**src/rtl/fp_pkg.sv**
```systemverilog
// Shared definitions for the floating-point accumulation controller:
// IEEE-754 single-precision field layout, the zero constant and the
// controller state encoding.
package fp_pkg;

  localparam int FP_W     = 32;
  localparam int EXP_W    = 8;
  localparam int MAN_W    = 23;
  localparam int SIGN_BIT = 31;

  localparam logic [FP_W-1:0] FP_ZERO = 32'h0000_0000;

  // IDLE waits for start, FIRST loads sample 0 directly, ACC folds the
  // remaining samples through the adder, DONE presents the result.
  typedef enum logic [1:0] {
    IDLE  = 2'd0,
    FIRST = 2'd1,
    ACC   = 2'd2,
    DONE  = 2'd3
  } acc_state_e;

endpackage : fp_pkg

```
**src/rtl/fp_accum_ctrl.sv**
```systemverilog
// Streams N single-precision samples through an external combinational
// FP add/sub stage and accumulates the running sum. Sample 0 bypasses the
// adder, so the accumulator never needs to start from zero. In subtract
// mode every sample after the first has its sign flipped before the add.
module fp_accum_ctrl
  import fp_pkg::*;
#(
  parameter int CNT_W = 8
) (
  input  logic             clk,
  input  logic             rst,
  input  logic             start,
  input  logic [CNT_W-1:0] len,
  input  logic             sub_mode,
  input  logic             in_valid,
  input  logic [FP_W-1:0]  in_data,
  output logic             in_ready,
  output logic [FP_W-1:0]  add_a,
  output logic [FP_W-1:0]  add_b,
  input  logic [FP_W-1:0]  add_s,
  output logic             out_valid,
  output logic [FP_W-1:0]  out_data,
  input  logic             out_ready,
  output logic             busy
);

  acc_state_e       state_q;
  logic [FP_W-1:0]  acc_q;
  logic [CNT_W-1:0] cnt_q;
  logic             sub_q;
  logic             inHandshake;
  logic             lastSample;

  // Status flags are pure decodes of the registered state, so in_ready
  // never depends on in_valid.
  always_comb begin
    in_ready    = (state_q == FIRST) || (state_q == ACC);
    out_valid   = (state_q == DONE);
    busy        = (state_q != IDLE);
    out_data    = acc_q;
    add_a       = acc_q;
    add_b       = {in_data[SIGN_BIT] ^ sub_q, in_data[EXP_W+MAN_W-1:0]};
    inHandshake = in_valid && in_ready;
    lastSample  = (cnt_q == CNT_W'(1));
  end

  // Controller FSM together with the accumulator, sample counter and the
  // latched subtract flag.
  always_ff @(posedge clk) begin
    if (rst) begin
      state_q <= IDLE;
      acc_q   <= FP_ZERO;
      cnt_q   <= '0;
      sub_q   <= 1'b0;
    end else begin
      case (state_q)
        IDLE: begin
          if (start) begin
            cnt_q <= len;
            sub_q <= sub_mode;
            if (len == '0) begin
              acc_q   <= FP_ZERO;
              state_q <= DONE;
            end else begin
              state_q <= FIRST;
            end
          end
        end
        FIRST: begin
          if (inHandshake) begin
            acc_q   <= in_data;
            cnt_q   <= cnt_q - CNT_W'(1);
            state_q <= lastSample ? DONE : ACC;
          end
        end
        ACC: begin
          if (inHandshake) begin
            acc_q   <= add_s;
            cnt_q   <= cnt_q - CNT_W'(1);
            state_q <= lastSample ? DONE : ACC;
          end
        end
        DONE: begin
          if (out_ready) begin
            state_q <= IDLE;
          end
        end
        default: state_q <= IDLE;
      endcase
    end
  end

endmodule : fp_accum_ctrl

```
**config.mk**
```make
export PLATFORM = sky130hd
export DESIGN_NAME = fp_accum_ctrl
export DESIGN_NICKNAME = d
export VERILOG_FILES = /design/src/rtl/fp_pkg.sv /design/src/rtl/fp_accum_ctrl.sv
export SDC_FILE = /design/constraint.sdc
export NUM_CORES = 1
export LEC_CHECK = 0
export CAP_MARGIN = 20
export CELL_PAD_IN_SITES_DETAIL_PLACEMENT = 1
export CELL_PAD_IN_SITES_GLOBAL_PLACEMENT = 1
export CORE_ASPECT_RATIO = 0.9
export CORE_MARGIN = 3
export CORE_UTILIZATION = 28
export CTS_CLUSTER_SIZE = 25
export DETAILED_ROUTE_END_ITERATION = 10
export MAX_ROUTING_LAYER = met4
export PLACE_DENSITY_LB_ADDON = 0.1
export SLEW_MARGIN = 20
export SYNTH_ARGS = -nofsm -noshare
export SYNTH_HDL_FRONTEND = slang
export SYNTH_SLANG_ARGS = --single-unit
```
**constraint.sdc**
```tcl
create_clock -name clk -period 2.88 [get_ports clk]
set_input_delay 0.432 -clock clk [delete_from_list [all_inputs] [get_ports clk]]
set_output_delay 0.432 -clock clk [all_outputs]
set_load 0.02 [all_outputs]
```
==> metrics.cfg <==
[status]
outcome = completed

[synthesis]
syn_inst = 421
synthTopCellsByCount = buf_4, dfxtp_1, nor2_1
yosys.cell_types.count = 37
synth_nets = 505
synth_top_cells_by_area = dfxtp_1, buf_4, mux2i_1
synth_top_cell_by_area = dfxtp_1
ys_seq_area_share_pct = 24.9
synth_flop_cell = dfxtp_1
synth-seq-cells = 43
netlist.area_leader.share_pct = 24.9
syn_area_sq_mm = 0.00345
synth_edf_count = 0
async_flop_share_pct = 0
syn_area_per_cell_sq_um = 8.20
yosysMostFrequentCell = buf_4
yosys_warnings = 0

[job]
cap_violations = 0

[clock_tree]
clock_latency_ns = 0.28
htree_levels = 2
clk_pin_slew_ns = 0.06
clk_path_buf_depth = 2
cts_tree = built
numCtsBuffers = 5
cts_resized = 0
hold_buffers = 0
clkSinkCount = 43
postCtsSetupRepairBufs = 0
cts_root_buf = clkbuf_16

[power_and_ir_drop]
powerDensity_mw_per_mm2 = 784
p_leak_nw = 1.76
vdd_drop_max_uv = 295

[floorplanning]
rows = 37
io_pins = 177
die_y_um = 111
dieArea_sq_mm = 0.0137
initial_core_util_pct = 29.4
coreArea_sq_mm = 0.0118
dieWidth_um = 123

[detailed_routing]
first_pass_iters = 4
vias = 3428
vias_per_cell = 5.08
drc = 0
wl_per_cell_um = 17.4
wl_um = 11800
drtIter0Drc = 133
antenna_left = 0

[timing]
finalSetupViolCount = 0
holdWs_ns = 0.494
timing.fmax_ghz = 0.385
final_hold_viol_count = 0
fin_crit_sh_pct = 90.2
finalMaxSlewViolations = 0
fin_skew_ns = 0.00385
setup_tns_ns = 0
rsz0062_at_grt = no
max_slew.worst_pin.slew_ns = 0.965
period_needed_ns = 2.60
slew_headroom_pct = 35.5

[placed_design]
gp_congestion = 0.785
dp.final_hpwl_um = 8550
port_buffers = 176

[worst_setup_path]
reg2regPathDepth = 7
crit_arrival_ns = 2.16
worstPathRequired_ns = 2.45
cp_max_fo = 17
crit_path_start = state_q[0]
crit_path_end_kind = primary output
path_class = flop to primary output
r2r-start = state_q[0]
critPathLaunchType = flop

[hold_path]
hold_depth = 2
hold_start = cnt_q[4]
hold_path_class = flop to flop

[global_route]
grt_max_degree = 40
grt_remaining_overflow = 0
antenna_found_initial = 0
first_global_vias = 3721
grt_pass1_wl_um = 19100
grt_usage_pct = 17.5

[finish]
nets = 602
num_antenna_cells = 0
area_growth_pct = 46.0
layout-drive-gt1-share_pct = 9.44
nFillCells = 1396

critical path, stage by stage (launching register included):
cell and delay [ns]:
dfxtp_1 0.39, inv_1 0.09, ha_1 0.47, buf_4 0.29
clkdlybuf4s50_1 0.64
cell type report:
class	instances	area (sq um)	area share (%)
multi-input combinational	268	1940	38.6
clock buffer	7	133	2.63
inverter	12	45.0	0.893
tap	156	195	3.87
clock inverter	1	5.00	0.0993
timing repair buffer	188	1860	36.9
sequential	43	861	17.1
registers in the layout (all words and copies together) (netlist names):
signal	count
add_a	32
cnt_q	8
state_q	2
sub_q	1
final timing paths:
| kind | endpoint | slack, ns |
|---|---|---|
| worst max-delay path | in_ready | 0.28 |
| worst min-delay path | cnt_q[4] | 0.49 |
| worst min register to register | cnt_q[4] | 0.49 |
| worst max register to register | add_a[15] | 0.62 |
through the flow:
step           util [%]  instance area [sq um]  setup WS [ns]  power, mW  cells
6_report           42.9                   5040          0.283       3.96    675
5_1_grt            42.9                   5040          0.172       4.27    675
2_1_floorplan         -                   3450          0.702       2.54    421
3_3_place_gp       41.7                   4900          0.162       3.41    667
3_5_place_dp       41.7                   4900          0.137       3.45    667
4_1_cts            42.9                   5040          0.239       4.03    675
power breakdown:
group          switching [mW]  total, mW  internal (mW)
combinational            1.47       2.51           1.05
sequential              0.142      0.882          0.740
clock                   0.237      0.558          0.321
total                    1.84       3.96           2.11
cells in the final DEF, fill, tap and decap left out, types with 2 or more instances in the layout:
cell / synthesis / layout
ha_1: 6 / 6
o21ai_0: 7 / 7
nor3_1: 4 / 4
o211ai_1: 8 / 8
a31oi_1: 4 / 4
nand2_1: 5 / 5
nand3_1: 34 / 34
a22oi_1: 32 / 32
nor2_1: 42 / 42
dfxtp_1: 43 / 43
mux2i_1: 33 / 33
nor2b_1: 5 / 5
a41oi_1: 2 / 2
a311oi_1: 2 / 2
nand2b_1: 2 / 2
clkdlybuf4s50_1: 0 / 175
a221oi_1: 2 / 2
clkbuf_16: 0 / 5
clkbuf_1: 31 / 2
o211ai_2: 25 / 25
buf_4: 63 / 11
inv_1: 11 / 11
a21oi_1: 6 / 5
a211oi_1: 3 / 3
o32ai_1: 2 / 2
or3_1: 33 / 32
routing by layer:
metal | share of wire, % | global-route usage, % | vias to the layer above
met4 | 0.31 | 2.29 | 0
met1 | 44 | 21.6 | 1670
met5 | 0 | - | -
li1 | - | - | 1661
met2 | 51 | 30.5 | 95
met3 | 4.4 | 3.05 | 2
kinds of logic after synthesis:
family	Yosys count	share of synthesized area, %
simple gates	130	19.1
buf+inv	110	19.7
fa+ha+maj	6	2.17
xor+xnor	1	0.254
flops	43	24.9
compound gates	98	24.3
mux	33	9.57
No activity file was read; power rests on OpenSTA's default activity.
